===== src/rtl/ld_field.sv =====
// MIX load-side field extractor: right-justifies bytes L..R of a word,
// one byte shift per clock, with LDx/LDxN sign handling.
module ld_field (
    input  logic        clk,
    input  logic        rst_n,
    input  logic        start,
    input  logic [30:0] in,
    input  logic [5:0]  field,
    input  logic        neg,
    output logic [30:0] out,
    output logic        stop,
    output logic        busy,
    output logic        err
);

    typedef enum logic [1:0] {IDLE, SHIFT, MASK} state_t;

    state_t      state, state_next;
    logic [2:0]  cnt;
    logic        s;
    logic [29:0] m;
    logic [2:0]  l, r;
    logic        ng;
    logic        inv;

    logic [2:0]  fld_l, fld_r;
    logic        bad;
    logic [2:0]  lmax;
    logic [3:0]  k;
    logic [4:0]  sh;
    logic [30:0] keep;
    logic        sgn;

    assign fld_l = field[5:3];
    assign fld_r = field[2:0];
    assign bad   = (fld_l > fld_r) || (fld_l > 3'd5) || (fld_r > 3'd5);
    assign busy  = (state != IDLE);

    always_comb begin
        state_next = state;
        case (state)
            IDLE:    if (start) state_next = (bad || fld_r == 3'd5) ? MASK : SHIFT;
            SHIFT:   if (cnt == 3'd1) state_next = MASK;
            MASK:    state_next = IDLE;
            default: state_next = IDLE;
        endcase
    end

    // k = R - max(L,1) + 1 bytes kept; (0:0) yields k = 0 and an all-zero mask
    always_comb begin
        lmax = (l == 3'd0) ? 3'd1 : l;
        k    = {1'b0, r} - {1'b0, lmax} + 4'd1;
        sh   = 5'(k) * 5'd6;
        keep = (31'd1 << sh) - 31'd1;
        sgn  = ((l == 3'd0) ? s : 1'b0) ^ ng;
    end

    always_ff @(posedge clk or negedge rst_n) begin
        if (!rst_n) begin
            state <= IDLE;
        end else begin
            state <= state_next;
        end
    end

    always_ff @(posedge clk or negedge rst_n) begin
        if (!rst_n) begin
            cnt  <= '0;
            s    <= 1'b0;
            m    <= '0;
            l    <= '0;
            r    <= '0;
            ng   <= 1'b0;
            inv  <= 1'b0;
            out  <= '0;
            stop <= 1'b0;
            err  <= 1'b0;
        end else begin
            stop <= 1'b0;
            err  <= 1'b0;
            case (state)
                IDLE: begin
                    if (start) begin
                        s   <= in[30];
                        m   <= in[29:0];
                        l   <= fld_l;
                        r   <= fld_r;
                        ng  <= neg;
                        inv <= bad;
                        cnt <= bad ? 3'd0 : 3'd5 - fld_r;
                    end
                end
                SHIFT: begin
                    m   <= m >> 6;
                    cnt <= cnt - 3'd1;
                end
                MASK: begin
                    out  <= inv ? '0 : {sgn, m & keep[29:0]};
                    stop <= 1'b1;
                    err  <= inv;
                end
                default: ;
            endcase
        end
    end

endmodule


===== config.mk =====
export PLATFORM = sky130hd
export DESIGN_NAME = ld_field
export DESIGN_NICKNAME = d
export VERILOG_FILES = /design/src/rtl/ld_field.sv
export SDC_FILE = /design/constraint.sdc
export NUM_CORES = 1
export LEC_CHECK = 0
export BUFFER_PORTS_ARGS = -buffer_cell sky130_fd_sc_hd__buf_2
export CAP_MARGIN = 20
export CORE_MARGIN = 2
export CORE_UTILIZATION = 56
export DETAILED_ROUTE_END_ITERATION = 12
export HOLD_SLACK_MARGIN = 0.05
export PLACE_DENSITY = 0.81
export RECOVER_POWER = 100
export SETUP_SLACK_MARGIN = 0.5
export SYNTH_ARGS = -nofsm -noshare
export SYNTH_HDL_FRONTEND = slang
export SYNTH_SLANG_ARGS = --single-unit

===== constraint.sdc =====
create_clock -name clk -period 4.8 [get_ports clk]
set_input_delay 0.48 -clock clk [delete_from_list [all_inputs] [get_ports clk]]
set_output_delay 0.48 -clock clk [all_outputs]
set_load 0.02 [all_outputs]

==> summary.txt <==
LOGIC SYNTHESIS
-----------------------------------------------------------------------------------------------
Synthesized area per cell                                                             9.40 um^2
Count of warnings emitted by yosys                                                            0
Cell variety after synth                                                                     47
Post-synthesis cell type with the largest combined area                            sky130_fd_sc_hd__dfrtp_1
Commonest cells in the synthesized netlist                                         sky130_fd_sc_hd__nand2_1, sky130_fd_sc_hd__dfrtp_1, sky130_fd_sc_hd__o21ai_0
Dominant register cell in the synthesized netlist                                  sky130_fd_sc_hd__dfrtp_1
Cell with the most instances after synthesis                                       sky130_fd_sc_hd__nand2_1
Fraction of registers with async set or reset after synthesis                              1.00
Total of flip-flops plus latches after synthesis                                             77
Area share of the largest cell type after synthesis                                       0.479
Syn Nets                                                                                    486
Part of the Yosys area used for sequential elements                                       0.479
Combined area of all synthesized cells                                                4020 um^2
Number of instances in the synthesized netlist                                              428
Leading post-synthesis cells by cell area                                          sky130_fd_sc_hd__dfrtp_1, sky130_fd_sc_hd__nand2_1, sky130_fd_sc_hd__mux2i_1
Number of flops mapped to enable cells by yosys                                               0

CLOCK NETWORK
-----------------------------------------------------------------------------------------------
Clock root buffer                                                                  sky130_fd_sc_hd__clkbuf_8
Maximum number of buffers from clock root to sink                                             2
Clock input transition at the sequential cells of the worst setup and hold paths        0.09 ns
Clock latency on the worst-skew pair                                                    0.36 ns
Number of buffers created by CTS                                                              9
CTS tree                                                                                  built
Clk sink count                                                                               77
# H-tree levels                                                                               3

OUTCOME
-----------------------------------------------------------------------------------------------
Run status                                                                         finished, violations left
Violated checks                                                                    capacitance limit, slew limit

CRITICAL PATH
-----------------------------------------------------------------------------------------------
Nature of the critical path endpoint                                                       flop
Critical path cell sequence                                                        nor2_1 > nor2_1 > ha_1 > and2_0 > clkinvlp_4 > fa_1 > nor2b_1 > and2_1 > nand2_1 > ha_1 > and3_1 > o21ai_0 > o21ai_0
Critical path buffers and inverters                                                           1
CP Max Fanout                                                                                14
Launch point of the worst path                                                             l[1]
Number of cells traversed by the worst register-to-register path                             13
Critical Path Max Stage Delay                                                           0.70 ns
FF-to-FF Start                                                                             l[1]
Kind of critical path                                                                   reg2reg
Data required, critical path                                                            5.02 ns
Crit path max-delay family                                                          adder cells
Crit path launch type                                                                      flop
WP depth                                                                                     13
Master of the slowest instance on the critical path                                sky130_fd_sc_hd__fa_1
Arrival time at the worst endpoint                                                      4.39 ns

STA
-----------------------------------------------------------------------------------------------
Fin. max-slew vios                                                                          144
Measured slew at the worst slew-check pin                                               1.85 ns
Final hold slack                                                                       0.307 ns
Unrepaired setup endpoints after global routing                                           false
Worst slew margin relative to its limit                                                  -0.236
Min cycle time layout                                                                   4.17 ns
Sum of negative setup slack                                                                0 ns
Count of endpoints failing hold in the final timing report                                    0
Max Clock Skew                                                                        0.0108 ns
Number of setup violations in the final report                                                0
Final Cycle Share                                                                         0.870
Maximum frequency from static timing analysis                                           240 MHz

DRT
-----------------------------------------------------------------------------------------------
Antenna violation net count after detailed routing                                            0
Total number of vias                                                                       3477
Number of iterations in the first detailed-routing pass                                       6
Avg Vias per Cell                                                                          5.85
DR iter-0 viols                                                                             365
Detailed-route wire length                                                              9970 um
Number of DRC violations after detailed routing                                               0
Wire length per cell                                                                    16.8 um

FINAL LAYOUT
-----------------------------------------------------------------------------------------------
Final Net Count                                                                             551
Area growth from synthesis to layout                                                      15.5%
Multi-input gate area                                                                 1900 um^2
Number of inserted filler cells in the final layout                                         590
Flip-flop and latch area                                                              1930 um^2
Final std cell area, no fill                                                          4650 um^2
Diodes inserted                                                                               0
Proportion of layout cells with a drive suffix above 1                                    0.133

FLOORPLAN
-----------------------------------------------------------------------------------------------
Core area                                                                             6870 um^2
Die area                                                                              7880 um^2
Number of top-level pins                                                                     75
Starting density of the core                                                              0.586
Die span in x                                                                           88.8 um
Standard-cell row count                                                                      30
Vertical extent of the die                                                              88.8 um

GRT
-----------------------------------------------------------------------------------------------
Number of global-route vias before repair                                                  3103
Global route overflow                                                                         0
Initial antenna violation count                                                               0
GRT Overall Usage                                                                         0.265
Largest net degree at the start of global routing                                            78
First-pass GRT wire length                                                             15700 um

RUN
-----------------------------------------------------------------------------------------------
Max-cap violations                                                                            3

PLACEMENT
-----------------------------------------------------------------------------------------------
Placed Instance Area                                                                  4450 um^2
Detailed placer's ending HPWL                                                           7190 um
PortBufs                                                                                     74
Routability congestion estimate                                                           0.874

MIN PATH
-----------------------------------------------------------------------------------------------
Hold Path Origin                                                                            neg
Number of cells traversed by the worst hold path                                              3
Path category of the worst min-delay check                                               in2reg

[worst paths after layout]
path,endpoint,slack (ns)
max in group asynchronous,state[1],3.09
worst min-delay path,ng,0.31
worst max-delay path,out[27],0.63
worst min register to register,out[9],0.48
worst max register to register,out[27],0.63
min in group asynchronous,m[8],0.62
[stage by stage]
stage,utilization,setup WS (ns),std cells
after floorplan,-,0.961,428
after global placement,0.648,0.708,574
after detailed placement,0.648,0.547,574
after CTS,0.677,0.516,590
after global routing,0.677,0.337,594
final,0.677,0.626,594
[sequential cells by signal, indices dropped and copies added, names as in the netlist]
name	cells
cnt	3
err	1
inv	1
l	3
m	30
ng	1
out	31
r	3
s	1
state	2
stop	1
[cell type report]
cell class                      count  area share
Inverter                           27      0.0226
Multi-Input combinational cell    295       0.409
Clock buffer                       10      0.0296
Sequential cell                    77       0.414
Timing Repair Buffer               83      0.0850
Tap cell                           96      0.0258
Clock inverter                      6      0.0132
[placed cells by master (no fill, tap or decap), drive strengths merged, types with 6 or more instances in the layout]
cell / instances
ha: 15
o211ai: 6
nand2: 81
clkbuf: 49
o21ai: 47
a22o: 9
a32o: 11
a21oi: 12
buf: 44
inv: 27
mux2i: 25
dfrtp: 77
nor2: 18
[repair_timing]
item                                    4_1_cts  5_1_grt
endpoints found under the setup margin        0       14
resized for setup                             0        5
hold buffers                                  0        0
setup buffers                                 0        3
[layer usage]
metal	up-vias	share of wire	wire length (um)	GRT usage
met1	1667	0.47	4640	0.404
met2	161	0.44	4380	0.369
li1	1626	-	-	-
met5	-	0	0	0
met3	23	0.072	718	0.0597
met4	0	0.023	227	0.0992
[logic make-up after synthesis]
logic type	Yosys count	share of synthesized area
simple gates	132	0.143
compound gates	113	0.188
flops	77	0.479
buf+inv	56	0.0541
mux	25	0.0622
fa+ha+maj	17	0.0566
xor+xnor	8	0.0174
[worst min-delay path, cell delays in order]
cell and delay, ns:
sky130_fd_sc_hd__buf_2 0.07, sky130_fd_sc_hd__nand2_1 0.04, sky130_fd_sc_hd__nand2_1 0.04
Power is left out: the tool's default activity adds up to more than one toggle a clock period on the data nets, which glitch-free logic cannot reach.
